**src/rtl/nibble_serial_adder_pkg.sv**
```systemverilog
// Shared definitions for the nibble-serial adder: FSM state encoding and slice width.
package nibble_serial_adder_pkg;

    typedef enum logic [1:0] {
        IDLE = 2'd0,
        RUN  = 2'd1,
        DONE = 2'd2
    } state_t;

    localparam int unsigned SLICE_W = 4;

endpackage

```
**src/rtl/nibble_serial_adder_csa4.sv**
```systemverilog
// Combinational 4-bit carry-skip adder slice, time-multiplexed by the serial adder.
module csa4_slice
    import nibble_serial_adder_pkg::*;
(
    input  logic [SLICE_W-1:0] a,
    input  logic [SLICE_W-1:0] b,
    input  logic               ci,
    output logic [SLICE_W-1:0] s,
    output logic               co,
    output logic               skip,
    output logic               c3
);

    logic [SLICE_W-1:0] p;
    logic [SLICE_W-1:0] g;
    logic [SLICE_W:0]   c;

    always_comb begin
        p    = a ^ b;
        g    = a & b;
        c    = '0;
        c[0] = ci;
        for (int unsigned i = 0; i < SLICE_W; i++) begin
            c[i+1] = g[i] | (p[i] & c[i]);
        end
        s    = p ^ c[SLICE_W-1:0];
        skip = &p;
        // With every bit propagating, the slice carry-in is forwarded directly.
        co   = skip ? ci : c[SLICE_W];
        c3   = c[SLICE_W-1];
    end

endmodule

```
**src/rtl/nibble_serial_adder.sv**
```systemverilog
// Nibble-serial adder: one 4-bit carry-skip slice reused over WIDTH/4 cycles, valid/ready on both sides.
module nibble_serial_adder
    import nibble_serial_adder_pkg::*;
#(
    parameter int WIDTH = 16
) (
    input  logic                              clk,
    input  logic                              rst,
    input  logic                              in_valid,
    output logic                              in_ready,
    input  logic [WIDTH-1:0]                  a,
    input  logic [WIDTH-1:0]                  b,
    input  logic                              cin,
    output logic                              out_valid,
    input  logic                              out_ready,
    output logic [WIDTH-1:0]                  sum,
    output logic                              cout,
    output logic                              ovf,
    output logic [$clog2(WIDTH/4+1)-1:0]      skips
);

    localparam int unsigned NIB = WIDTH / 4;
    localparam int unsigned IW  = (NIB > 1) ? $clog2(NIB) : 1;
    localparam int unsigned SKW = $clog2(NIB + 1);
    localparam logic [IW-1:0] LAST = IW'(NIB - 1);

    state_t             state;
    logic [WIDTH-1:0]   a_q;
    logic [WIDTH-1:0]   b_q;
    logic               carry;
    logic [IW-1:0]      idx;

    logic [SLICE_W-1:0] sl_a;
    logic [SLICE_W-1:0] sl_b;
    logic [SLICE_W-1:0] sl_s;
    logic               sl_co;
    logic               sl_skip;
    logic               sl_c3;

    assign sl_a = a_q[idx*SLICE_W +: SLICE_W];
    assign sl_b = b_q[idx*SLICE_W +: SLICE_W];

    csa4_slice u_slice (
        .a    (sl_a),
        .b    (sl_b),
        .ci   (carry),
        .s    (sl_s),
        .co   (sl_co),
        .skip (sl_skip),
        .c3   (sl_c3)
    );

    always_ff @(posedge clk) begin
        if (rst) begin
            state     <= IDLE;
            in_ready  <= 1'b1;
            out_valid <= 1'b0;
            a_q       <= '0;
            b_q       <= '0;
            carry     <= 1'b0;
            idx       <= '0;
            sum       <= '0;
            skips     <= '0;
            cout      <= 1'b0;
            ovf       <= 1'b0;
        end else begin
            case (state)
                IDLE: begin
                    if (in_valid) begin
                        a_q      <= a;
                        b_q      <= b;
                        carry    <= cin;
                        idx      <= '0;
                        sum      <= '0;
                        skips    <= '0;
                        in_ready <= 1'b0;
                        state    <= RUN;
                    end
                end
                RUN: begin
                    sum[idx*SLICE_W +: SLICE_W] <= sl_s;
                    carry <= sl_co;
                    if (sl_skip) begin
                        skips <= skips + SKW'(1);
                    end
                    // Index stops at the last slice; leaving RUN replaces the wrap.
                    if (idx == LAST) begin
                        cout      <= sl_co;
                        ovf       <= sl_c3 ^ sl_co;
                        out_valid <= 1'b1;
                        state     <= DONE;
                    end else begin
                        idx <= idx + IW'(1);
                    end
                end
                DONE: begin
                    if (out_ready) begin
                        out_valid <= 1'b0;
                        in_ready  <= 1'b1;
                        state     <= IDLE;
                    end
                end
                default: begin
                    out_valid <= 1'b0;
                    in_ready  <= 1'b1;
                    state     <= IDLE;
                end
            endcase
        end
    end

endmodule

```
**config.mk**
```make
export PLATFORM = sky130hd
export DESIGN_NAME = nibble_serial_adder
export DESIGN_NICKNAME = d
export VERILOG_FILES = /design/src/rtl/nibble_serial_adder_pkg.sv /design/src/rtl/nibble_serial_adder_csa4.sv /design/src/rtl/nibble_serial_adder.sv
export SDC_FILE = /design/constraint.sdc
export NUM_CORES = 1
export LEC_CHECK = 0
export ABC_AREA = 1
export CORE_MARGIN = 4
export CORE_UTILIZATION = 38
export DETAILED_ROUTE_END_ITERATION = 12
export PLACE_DENSITY_LB_ADDON = 0.08
export SKIP_LAST_GASP = 1
export SYNTH_ARGS = -nofsm -noshare
export SYNTH_HDL_FRONTEND = slang
export SYNTH_HIERARCHICAL = 1
export SYNTH_SLANG_ARGS = --single-unit
```
**constraint.sdc**
```tcl
create_clock -name clk -period 6.3 [get_ports clk]
set_clock_uncertainty 0.15 [all_clocks]
set_input_delay 1.26 -clock clk [delete_from_list [all_inputs] [get_ports clk]]
set_output_delay 1.26 -clock clk [all_outputs]
set_load 0.005 [all_outputs]
```
* Yosys cells after proc, flatten, opt, wreduce, memory -nomap -nowiden
Cells that the tools add are included.
** Storage, ports and cells
- Flip-flop bits (word level) :: 60
- Input bits :: 37
- Output and inout port bits :: 23
- Logic and storage cells :: 73
** Cells by class
- Add/sub/neg operators :: 3
- Equality and inequality tests :: 8
- Shift operators :: 4
- Multiplexer cells :: 22
- Bitwise gates (word level) :: 14
- Reduce and logical (&&, ||, !) cells :: 11
** Operators by type and width (count)
- negation 4 -> 34 bit :: 1
- variable shift 4 x 34 -> 16 bit (first input constant) :: 1
- indexed part select 4 x 34 -> 16 bit :: 1
- one-hot mux 16 bit (2 select lines) :: 1
- indexed part select 16 x 5 -> 4 bit :: 2
- bitwise mux 16 bit :: 1
- two-way mux 16 bit :: 1
- AND reduction 3 bit :: 5
- two-way mux 2 bit :: 5
- inequality test 2 bit (second input constant) :: 5
- bitwise XOR 4 bit :: 2
- two-way mux 1 bit :: 6
- two-way mux 3 bit :: 2
- one-hot mux 1 bit (3 select lines) :: 2
- one-hot mux 2 bit (3 select lines) :: 1
- one-hot mux 3 bit (2 select lines) :: 1
- AND reduction 2 bit :: 3
- AND 1 bit :: 4
- AND 4 bit :: 1
- == test 2 bit (second input constant) :: 2
- OR 1 bit :: 4
- one-hot mux 2 bit (2 select lines) :: 1
- AND reduction 4 bit :: 1
- adder 3 x 1 -> 3 bit (second input constant) :: 1
- 7 further kinds :: 8

* Logic depth before layout (Yosys ltp)
- Depth in word-level cells :: 12
- Depth in mapped cells :: 18
- Depth with buffers taken out :: 17

* Hierarchy
Netlist, hierarchy kept.
** Modules (own cells, without submodules)
- nibble_serial_adder :: instances 1, cells each 382, area an instance 2660.1 um^2, sequential area each 1201.2 um^2
- csa4_slice :: instances 1, cells each 24, area an instance 193.9 um^2, sequential area each 0.0 um^2

* Worst setup path before layout
Ideal clock, no wire load.
- Path kind :: register to register
- Start point :: reg idx[0]
- End point :: reg sum[3]
- Library setup time :: 0.113 ns
- Arrival time :: 3.052 ns
- Data required time :: 6.037 ns
- Slack :: 2.985 ns
- Stages on the path, launching flop included :: 19
- Buffers on the path :: 2
- Clock period less this slack :: 3.315 ns
- Cells stage by stage :: dfxtp_1 > buf_2 > clkbuf_1 > o21ai_0 > o22ai_1 > inv_1 > fa_1 > inv_1 > fa_1 > inv_1 > fa_1 > inv_1 > fa_1 > nand2_1 > nor2_1 > nand3_1 > nand2_1 > nand2_1 > nor2_1
** Between the ends
- Word-level cells in the longest chain between the ends :: 12
- Elaborated cells on any way between the ends :: 16
- Those cells by class :: add/sub (1); shift (4); mux (2); bitwise (9)
** RTL lines
- from (decl) :: RTL line nibble_serial_adder.sv:31 : logic [IW-1:0] idx;
- from (signal assigned) :: RTL line nibble_serial_adder.sv:93 : idx <= idx + IW'(1);
- indexed part select 16 x 5 -> 4 bit (*) :: RTL line nibble_serial_adder.sv:40 : assign sl_a = a_q[idx*SLICE_W +: SLICE_W];
- via sl_a[0] :: RTL line nibble_serial_adder.sv:33 : logic [SLICE_W-1:0] sl_a;
- bitwise XOR 4 bit :: RTL line nibble_serial_adder_csa4.sv:19 : p = a ^ b;
- AND 1 bit :: RTL line nibble_serial_adder_csa4.sv:24 : c[i+1] = g[i] | (p[i] & c[i]);
- OR 1 bit (*) :: RTL line nibble_serial_adder_csa4.sv:24
- AND 1 bit (*) :: RTL line nibble_serial_adder_csa4.sv:24
- OR 1 bit (*) :: RTL line nibble_serial_adder_csa4.sv:24
- AND 1 bit (*) :: RTL line nibble_serial_adder_csa4.sv:24
- OR 1 bit (*) :: RTL line nibble_serial_adder_csa4.sv:24
- via sl_c3 :: RTL line nibble_serial_adder.sv:38 : logic sl_c3;
- bitwise XOR 4 bit (*) :: RTL line nibble_serial_adder_csa4.sv:26 : s = p ^ c[SLICE_W-1:0];
- via sl_s[3] :: RTL line nibble_serial_adder.sv:35 : logic [SLICE_W-1:0] sl_s;
- indexed part select 4 x 34 -> 16 bit (*) :: RTL line nibble_serial_adder.sv:81 : sum[idx*SLICE_W +: SLICE_W] <= sl_s;
- bitwise mux 16 bit (*) :: RTL line nibble_serial_adder.sv:81
- one-hot mux 16 bit (2 select lines) (*) :: RTL line nibble_serial_adder.sv:67 : case (state)
- to (signal, indexed assignment) :: RTL line nibble_serial_adder.sv:81
- to (decl) :: RTL line nibble_serial_adder.sv:16 : output logic [WIDTH-1:0] sum,
Mark *: on every way through the listed nets, which the timed path passes. The rest lies on a longest branch.
A chain may end at the register's enable or synchronous reset.

* Final worst setup path
- Start point :: reg idx[0]
- End point :: reg sum[15]
The elaborated chain is that of the path after synthesis.

==> impl_results.md <==
- Outcome: finished, final reports clean
- Initial antenna violation count: 0
- # IOs: 60
- Crit path kind: reg2reg
- Data arrival, critical path: about 4.3 ns
- Setup violators final: 0
- Power Dens Cells: 257.4 nW/µm²
- Core Rows: 31
- Reg-to-reg endpoint: sum[15]
- CTS buffer count: 9
- Synthesized Nets: about 460
- Yosys warns: 6
- Fmax: between 200 and 250 MHz
- Worst-path fanout max: 32
- Synth cell types: 21
- Die X: about 95 µm
- Post-DP HPWL: approximately 4800 µm
- Metal2 WL: 2923 µm
- Number of setup buffers added after CTS: 0
- Final ANT Viol Nets: 0
- Pre-antenna DRT Iters: 4
- Critical Path End: sum[15]
- DR vias: 2643
- GRT overflow: 0
- Post-Synthesis Cells: a little over 400
- Global-route usage over all layers: 15.98%
- Synth-to-layout area growth: 27.44%
- H-tree depth: 3
- Top Layer Used: met4
- Mapped Area: 2854 µm²
- Internal power: between 0.6 and 0.7 mW
- Initial Utilization: 39.14%
- Resize count post-CTS: 0
- Total of max-cap violations: 0
- PortBufs: 59
- Leak: 1.500 nW
- NetSw: 0.2887 mW
- TritonCTS clock tree: yes
- Setup Total Neg Slack: 0 ns
- First-pass GRT wire length: 11280 µm
- R2R cell count: 15
- Startpoint types: flip-flop
- Fin area: 3637 µm²
- N_diodes: 0
- GP Congestion: 0.8723
- CP required: roughly 6.4 ns
- Vias in the first global route: 2488
- Worst Hold Class: reg2reg
- Die area: 8961 µm²
- Fin crit period: approximately 4.2 ns
- Clock transition at path regs: roughly 0.06 ns
- Iter 0 DRT Violations: 78
- Seq pwr share: 45.7%
- Met3 wire len: between 300 and 400 µm
- Drt total wl: about 6700 µm
- Max clock buf depth: 2
- Met1 wire length: between 3000 and 4000 µm
- VDD IR max: 131.5 µV
- CORE AREA: 7292 µm²
- Crit Reg-Reg Startpoint: idx[0]
- Vias/cell: 4.728
- Clk_lat worst skew: 0.34 ns
- Final Net Count: 507
- Num Clock Sinks: 60
- Slew @ Worst Pin: 1.014 ns
- Relative slew margins: 32.32%
- DRC: 0
- Top FF cell, synth: dfxtp_1
- RSZ-0062 raised after global routing: false
- Post-CTS Hold Buffers: 0
- CP Launch Point: idx[0]
- Combinational Power Share: 23.2%
- Async SR Flop Fraction: 0%
- Clock power share: 31.1%
- Wire length per cell: about 12 µm
- Final Cycle Share: 65.98%
- Final hold vios: 0
- Slew Viols, Final: 0
- Die H: between 90 and 100 µm
- CP Capture Type: flip-flop
- Mean Syn Cell Area: 7.030 µm²
- Sequential cell area fraction in the yosys report: 42.09%
- Switching part of the total: between 30 and 40%
- Root Buffer: clkbuf_8
- Largest net degree at the start of global routing: 49
- Setup slack, reg-to-reg: 2.14 ns
- Synth Register Bits: 60
- Dpl cell area: about 3500 µm²
- Number of synthesized flops with an enable pin: 0
- Layout cell share with drive strength beyond 1: around 3.7%
==> through the flow <==
| stage | utilization [%] | setup WS (ns) | hold slack [ns] | power (mW) | instances |
|---|---|---|---|---|---|
| finish | 49.88 | 2.143 | 0.2989 | 0.9363 | 559 |
| global route | 49.88 | 1.689 | 0.3292 | 1.004 | 559 |
| CTS | 49.88 | 2.129 | 0.3051 | 0.9489 | 559 |
| detailed placement | 47.65 | 2.143 | 0.2884 | 0.6546 | 543 |
| global placement | 47.65 | 2.279 | 0.2900 | 0.6511 | 543 |
| floorplan | - | 2.985 | 0.2913 | 0.5842 | 406 |
==> synth_stat cells, types with 4 or more instances <==
cell type,instances,area share [%]
nor2_1,117,15
dfxtp_1,60,42
o21ai_0,56,9.8
nand2_1,48,6.3
inv_1,26,3.4
nand3_1,24,4.2
a21oi_1,18,3.2
clkbuf_1,11,1.4
ha_1,11,4.8
o22ai_1,8,1.8
buf_2,6,1.1
fa_1,4,2.8
nand4_1,4,0.88
==> area by class of cell <==
cell class	instances	area [µm²]
clock buffer	14	152.6
clock inverter	2	10.01
fill	778	3655
inverter	27	101.3
multi-input combinational	297	1450
sequential	60	1201
tap	99	123.9
timing repair buffer	60	598.1
==> registers in the layout (all words and copies together) (netlist names) <==
signal	flops
a_q	16
b_q	16
carry	1
cout	1
idx	2
in_ready	1
out_valid	1
ovf	1
skips	3
state	2
sum	16
==> worst max-delay path: stages, from the launching register on <==
cell and delay (ns):
dfxtp_1 0.94, inv_1 0.58, o21ai_0 0.30, o22ai_1 0.12, inv_1 0.09, fa_1 0.17, inv_1 0.05, fa_1 0.36
inv_1 0.07, fa_1 0.15, inv_1 0.07, fa_1 0.57, nand2_1 0.07, nor3_1 0.17, nand3_1 0.09, a21oi_1 0.12
==> placed cells by master, fill, tap and decap left out, drive strengths merged, types with 8 or more instances in the layout <==
cell           synthesis  routed
nor2                 120     120
dfxtp                 60      60
clkdlybuf4s50          0      59
o21ai                 56      56
nand2                 48      48
inv                   27      27
nand3                 24      24
a21oi                 18      18
clkbuf                11      14
ha                    11      11
o22ai                  8       8
==> power by group through the flow <==
stage | Sequential (mW) | Clock [mW] | Combinational (mW)
floorplan | 0.425 | 0 | 0.159
global placement | 0.436 | 0 | 0.215
detailed placement | 0.436 | 0 | 0.218
CTS | 0.428 | 0.301 | 0.219
global route | 0.432 | 0.319 | 0.254
finish | 0.428 | 0.292 | 0.217
==> per-layer routing <==
layer	global-route usage [%]	up-vias
li1	-	1404
met1	21.27	1186
met2	24.54	47
met3	5.339	6
met4	4.808	0
met5	0	-
==> logic make-up after synthesis <==
logic type | count (synthesis) | share of synthesized area (%)
AOI/OAI and AO/OA | 82 | 14.73
and+or+nand+nor | 199 | 28.15
buffers and inverters | 49 | 7.102
DFF | 60 | 42.09
xor gates and xnor gates | 1 | 0.3069
adders and majority gates | 15 | 7.628
==> worst min-delay path by stage <==
| stage | startpoint | to | slack, ns | cells past startpoint |
|---|---|---|---|---|
| 4_1_cts | in_ready | in_ready | 0.31 | 2 |
| 5_1_grt | in_ready | in_ready | 0.33 | 2 |
| 3_5_place_dp | out_valid | out_valid | 0.29 | 2 |
| 3_3_place_gp | in_ready | in_ready | 0.29 | 2 |
| 2_1_floorplan | in_ready | in_ready | 0.29 | 2 |
| 6_report | out_valid | out_valid | 0.30 | 2 |
No activity file was read; power rests on OpenSTA's default activity.
